### config.mk
export PLATFORM = sky130hd
export DESIGN_NAME = chopper_sequencer
export DESIGN_NICKNAME = d
export VERILOG_FILES = /design/src/rtl/chopper_sequencer_pkg.sv /design/src/rtl/chopper_sequencer.sv
export SDC_FILE = /design/constraint.sdc
export NUM_CORES = 1
export LEC_CHECK = 0
export BUFFER_PORTS_ARGS = -buffer_cell sky130_fd_sc_hd__buf_4
export CAP_MARGIN = 20
export CELL_PAD_IN_SITES_DETAIL_PLACEMENT = 0
export CELL_PAD_IN_SITES_GLOBAL_PLACEMENT = 1
export CORE_MARGIN = 2
export CORE_UTILIZATION = 30
export DETAILED_ROUTE_END_ITERATION = 6
export PLACE_DENSITY_LB_ADDON = 0.1
export SETUP_SLACK_MARGIN = 0.02
export SYNTH_ARGS = -nofsm -noshare
export SYNTH_HDL_FRONTEND = slang
export SYNTH_SLANG_ARGS = --single-unit
### constraint.sdc
create_clock -name clk -period 3.1 [get_ports clk]
set_input_delay 0.62 -clock clk [delete_from_list [all_inputs] [get_ports clk]]
set_output_delay 0.62 -clock clk [all_outputs]
set_load 0.01 [all_outputs]
### src/rtl/chopper_sequencer_pkg.sv
// Shared definitions for the coil current-chopper phase controller.
// State encoding is fixed so the coil-level debug taps can decode it.
package chopper_sequencer_pkg;

    typedef enum logic [2:0] {
        ST_IDLE  = 3'd0,
        ST_BLANK = 3'd1,
        ST_ON    = 3'd2,
        ST_OFF   = 3'd3,
        ST_FAULT = 3'd4
    } state_t;

    localparam int SHORT_CNT_W = 4;

    function automatic logic [SHORT_CNT_W-1:0] sat_inc(input logic [SHORT_CNT_W-1:0] value);
        return (value == {SHORT_CNT_W{1'b1}}) ? value : value + 1'b1;
    endfunction

endpackage

### src/rtl/chopper_sequencer.sv
// Chopper phase sequencer: drives the shared countdown timer through blanking
// and fixed off-time, gates the bridge on overcurrent, latches a short fault.
module chopper_sequencer
    import chopper_sequencer_pkg::*;
#(
    parameter int WIDTH       = 10,
    parameter int SHORT_LIMIT = 3
) (
    input  logic             clk,
    input  logic             reset,
    input  logic             enable,
    input  logic             overcurrent,
    input  logic [WIDTH-1:0] blank_time,
    input  logic [WIDTH-1:0] off_time,
    input  logic [WIDTH-1:0] timer_count,
    output logic             timer_load,
    output logic [WIDTH-1:0] timer_start,
    output logic             bridge_on,
    output logic             decay,
    output logic             fault
);

    state_t                 state_reg, state_next;
    logic                   first_cycle_reg, first_cycle_next;
    logic [SHORT_CNT_W-1:0] short_cnt_reg, short_cnt_next;
    logic [SHORT_CNT_W-1:0] short_cnt_inc;
    logic                   expired;

    always_ff @(posedge clk or posedge reset) begin
        if (reset) begin
            state_reg       <= ST_IDLE;
            first_cycle_reg <= 1'b0;
            short_cnt_reg   <= '0;
        end else begin
            state_reg       <= state_next;
            first_cycle_reg <= first_cycle_next;
            short_cnt_reg   <= short_cnt_next;
        end
    end

    // The timer still holds a stale count during the load cycle, so expiry
    // is only honoured once the loaded value is visible.
    assign expired       = !first_cycle_reg && (timer_count == '0);
    assign short_cnt_inc = sat_inc(short_cnt_reg);

    always_comb begin
        state_next     = state_reg;
        short_cnt_next = short_cnt_reg;

        case (state_reg)
            ST_IDLE: begin
                if (enable)
                    state_next = ST_BLANK;
            end
            ST_BLANK: begin
                if (!enable)
                    state_next = ST_IDLE;
                else if (expired)
                    state_next = ST_ON;
            end
            ST_ON: begin
                if (!enable) begin
                    state_next = ST_IDLE;
                end else if (overcurrent) begin
                    if (first_cycle_reg) begin
                        short_cnt_next = short_cnt_inc;
                        state_next = (short_cnt_inc == SHORT_CNT_W'(SHORT_LIMIT)) ? ST_FAULT : ST_OFF;
                    end else begin
                        short_cnt_next = '0;
                        state_next     = ST_OFF;
                    end
                end
            end
            ST_OFF: begin
                if (expired)
                    state_next = enable ? ST_BLANK : ST_IDLE;
            end
            ST_FAULT: begin
                if (!enable)
                    state_next = ST_IDLE;
            end
            default: state_next = ST_IDLE;
        endcase

        if (state_next == ST_IDLE)
            short_cnt_next = '0;

        first_cycle_next = (state_next != state_reg);
    end

    // Outputs decode registered state only; timer_start is gated so it
    // reads zero outside the load strobe.
    assign bridge_on   = (state_reg == ST_BLANK) || (state_reg == ST_ON);
    assign decay       = (state_reg == ST_OFF);
    assign fault       = (state_reg == ST_FAULT);
    assign timer_load  = first_cycle_reg && ((state_reg == ST_BLANK) || (state_reg == ST_OFF));
    assign timer_start = !timer_load ? '0 :
                         (state_reg == ST_BLANK) ? blank_time : off_time;

endmodule
**Yosys cells after proc, flatten, opt, wreduce, memory -nomap -nowiden**

Cells that the tools add are included.

- $add $sub $neg: 1
- Multiply operators: 0
- Divide/modulo/power cells: 0
- Magnitude comparators: 0
- Equality and inequality tests: 7
- Shifts and indexed selects: 0
- Mux-type cells: 19
- Bitwise operators: 0
- Reduce and logical (&&, ||, !) cells: 12

Operator list:

| operator | number |
|---|---|
| $mux 3 | 9 |
| $mux 4 | 6 |
| $mux 10 | 2 |
| $pmux 3 s5 | 1 |
| $logic_not 10->1 | 1 |
| $eq 3x2->1 const B | 2 |
| $logic_not 3->1 | 2 |
| $reduce_bool 2->1 | 3 |
| $add 4x1->4 const B | 1 |
| $eq 4x2->1 const B | 1 |
| $eq 4x4->1 const B | 1 |
| $eq 3x1->1 const B | 1 |
| $eq 3x3->1 const B | 1 |
| $ne 3x3->1 | 1 |
| $reduce_and 3->1 | 1 |
| $logic_and 1x1->1 | 2 |
| $logic_or 1x1->1 | 2 |
| $logic_not 1->1 | 1 |
| $mux 1 | 1 |

- Register bits: 8
- Bits in latches: 0
- Memory bits (writable): 0
- Bits in read-only memories: 0
- Input port bits: 34
- Output and inout port bits: 14
- Word-level logic and storage cells: 42
- Memories kept: 0

**Longest topological paths before layout**

- Word-level depth: 11
- Depth in mapped cells: 6
- Depth with buffers taken out: 6

**Worst setup path before layout**

Ideal clock, no wire load.

- Path type: reg2out
- Start point: reg state_reg[2]
- End point: out timer_start[0]
- Arrival time: 1.213 ns
- Required time: 2.480 ns
- Slack: 1.267 ns
- Cell stages (with the launch flop): 6
- Path buffers: 2
- Path through: dfrtp_1 > clkbuf_1 > nor2b_1 > nand2_1 > clkbuf_1 > nor2_1

- Word-level cells in the longest chain between the ends: 4
- Elaborated cells on any way between the ends: 6
- Classes of those cells: eq/ne: 2; mux: 2; reduce/logical: 2

Ends and longest elaborated chain:

| element | line | source |
|---|---|---|
| from (decl) | chopper_sequencer.sv:23 | `state_t state_reg, state_next;` |
| from (signal assigned) | chopper_sequencer.sv:35 | `state_reg <= state_next;` |
| $eq 3x1->1 / $eq 3x2->1 (equally long branches) | chopper_sequencer.sv:96, chopper_sequencer.sv:98 |  |
| $logic_or 1x1->1 | chopper_sequencer.sv:96 | `assign timer_load = first_cycle_reg && ((state_reg == ST_BLANK) \|\| (state_reg == ST_OFF));` |
| $logic_and 1x1->1 | chopper_sequencer.sv:96 |  |
| $mux 10 * | chopper_sequencer.sv:97 | `assign timer_start = !timer_load ? '0 :` |
| to (decl) | chopper_sequencer.sv:17 | `output logic [WIDTH-1:0] timer_start,` |

Mark *: on every way between the ends. The rest lies on a longest branch, timed or not.

**Final worst setup path**

- Start point: reg state_reg[0]
- End point: out timer_start[1]

Same word-level chain as after synthesis.

==> results.yml <==
floorplan:
  initial_core_util_pct: 30.9
  die_h_um: 54.0
  die_w_um: 54.0
  placementRows: 18
  coreArea_um2: 2430
  io_pins: 48
  dieArea_um2: 2920
sta:
  layout_setup_ws_ns: 0.829
  finalHoldViolations: 0
  slew_viol_final: 0
  period_needed_ns: 2.27
  worst_pin_slew_ns: 0.817
  relSlewSlack_pct: 45.5
  hold_slack_ns: 0.328
  setup_viol_count_final: 0
  rsz0062_at_grt: "no"
  final.setup.tns_ns: 0
  timing.fmax_mhz: 440
  fin_crit_sh_pct: 73.3
  fin_skew_ns: 0.00270
final_layout:
  diodes: 0
  stdcell_area_um2: 1140
  nFillCells: 234
  finalNetCount: 181
  syn_to_final_growth_pct: 52.2
  layout-drive-gt1-share_pct: 38.9
  utilization_pct: 47.0
  largest_reg_flops: 4
worst_setup_path:
  r2r_start: "state_reg[1]$_DFF_PP0_"
  arrival_ns: 1.65
  end_kind: "output port"
  crit_type: "register to output port"
  worstSetupStartpoint: "state_reg[0]$_DFF_PP0_"
  required_ns: 2.48
  critPathSlowestCell: "dfrtp_1"
  path_cells: "nor2b_1 -> nand2_1 -> nor2_1 -> buf_4"
  cp_max_fo: 11
  max_stage_delay_ns: 0.50
  cp-start-kind: "register"
  reg2reg_slack_ns: 1.14
  cpLargestDelayFamily: "simple AND/OR/NAND/NOR gates"
  crit_buf_inv: 1
synth:
  synth.net_count: 134
  yosysWarnings: 0
  synthTopCellsByArea: "dfrtp_1 (27%), mux2i_1 (16%), nor2_1 (9.5%), a21oi_1 (4.0%), nand2_1 (3.0%)"
  synth_most_common_cell: "nor2_1"
  synth_cell_types: 32
  synth_area_um2: 751
  ys_ff_latch: 8
  synth-edff-count: 0
  synth.avg_cell_area_um2: 7.58
  synth_top_flop_cell: "dfrtp_1"
  yosysSeqAreaShare_pct: 26.7
  synthTopCellsByCount: "nor2_1 (19), mux2i_1 (12), dfrtp_1 (8)"
  yosysTopAreaCell: "dfrtp_1"
  syn_inst: 99
  async_flop_share_pct: 100
  synth_top_cell_area_share_pct: 26.7
power_and_ir_drop:
  clkPwrFrac_pct: 26.7
  power_frac_comb_pct: 32.5
  p_int_mw: 0.205
  swShare_pct: 26.6
  power.leakage_nw: 0.550
  vdd_drop_max_uv: 129
  seqPwrFrac_pct: 40.8
  p_per_area_nw_per_um2: 245
  p_switching_mw: 0.0743
hold_path:
  hp-class: "input pin to asynchronous set/reset pin"
placed_design:
  gp_congestion: 0.786
  io_buffers: 47
  post_dp_cell_area_um2: 1120
  dpl.hpwl_um: 1640
  post-place-ws_ns: 1.08
routing:
  totalWireLength_um: 2050
  ant_nets: 0
  firstDrtPassIters: 4
  drc: 0
  num_vias: 831
  drt_iter0_drc: 14
  drt-vias-per-instance: 4.78
  wl_per_cell_um: 11.8
global_route:
  grt_pass1_vias: 674
  grt_max_degree: 22
  grt_overflow_total: 0
  grt_usage_pct: 14.3
  antenna_found_initial: 0
  grt_pass1_wl_um: 3060
clocking:
  root_buffer: "clkbuf_4"
  cts_setup_buffers: 0
  post_cts_resized: 0
  cts_tree: "done"
  path_clk_slew_ns: 0.05
  insertion_delay_ns: 0.24
  holdBufCountCts: 0
  cts_num_sinks: 8
  htreeDepth: 1
  cts_buffer_depth: 2
  cts_buffers: 3
flow_run:
  drv_cap: 0
run_status:
  status: "finished, final reports clean"
## path summary, 6_finish.rpt
| kind | to | depth (start not counted) |
|---|---|---|
| worst min register to register | state_reg[1]$_DFF_PP0_ | 1 |
| worst max-delay path | timer_start[1] | 4 |
| worst min-delay path | state_reg[0]$_DFF_PP0_ | 2 |
| min in group clk | state_reg[1]$_DFF_PP0_ | 1 |
| worst max register to register | short_cnt_reg[0]$_DFFE_PP0P_ | 5 |
| max in group asynchronous | short_cnt_reg[1]$_DFFE_PP0P_ | 2 |
## final cells by class
class	count	area, um2	share of cell area (%)
Inverter	5	18.8	1.64
Timing Repair Buffer	47	353	30.9
Clock buffer	3	22.5	1.97
Multi-Input combinational cell	81	510	44.7
Tap cell	30	37.5	3.29
Sequential cell	8	200	17.5
## power groups by stage
stage                     clock, mW  combinational [mW]  sequential (mW)
after global placement            0              0.0911            0.116
after CTS                    0.0777              0.0920            0.114
after detailed placement          0              0.0917            0.116
final                        0.0747              0.0907            0.114
after floorplan                   0              0.0395            0.111
after global routing         0.0855              0.0997            0.115
## routing by layer
metal	vias up	wire length [um]	share of wire [%]	track usage (%)
met2	14	1070	52	21.7
met5	-	0	0	0
met4	0	17	0.83	5.00
li1	439	-	-	-
met1	376	907	44	20.2
met3	2	60	2.9	2.50
## logic make-up (layout without fill, tap and decap cells)
logic type / Yosys count / in the layout / synth area share, %
multiplexers: 12 / 12 / 16.0
XOR/XNOR: 2 / 2 / 2.33
buffers and inverters: 10 / 55 / 5.33
adder cells (fa/ha/maj): 1 / 1 / 1.67
flip-flops: 8 / 8 / 26.7
AO/OA/AOI/OAI: 20 / 20 / 16.8
AND/OR/NAND/NOR: 46 / 46 / 31.2
## stage by stage
step                std cells  power, mW
floorplan                  99      0.151
global placement          171      0.207
detailed placement        171      0.208
CTS                       174      0.284
global route              174      0.300
finish                    174      0.279
## cells in the final DEF (no fill, tap or decap), drive strengths merged, types with 3 or more instances in the layout
master / n
a21oi: 6
and2: 3
buf: 47
clkbuf: 3
dfrtp: 8
inv: 5
mux2i: 12
nand2: 6
nand3: 4
nor2: 20
nor2b: 3
o21ai: 5
Power figures use the tool's default switching activity.
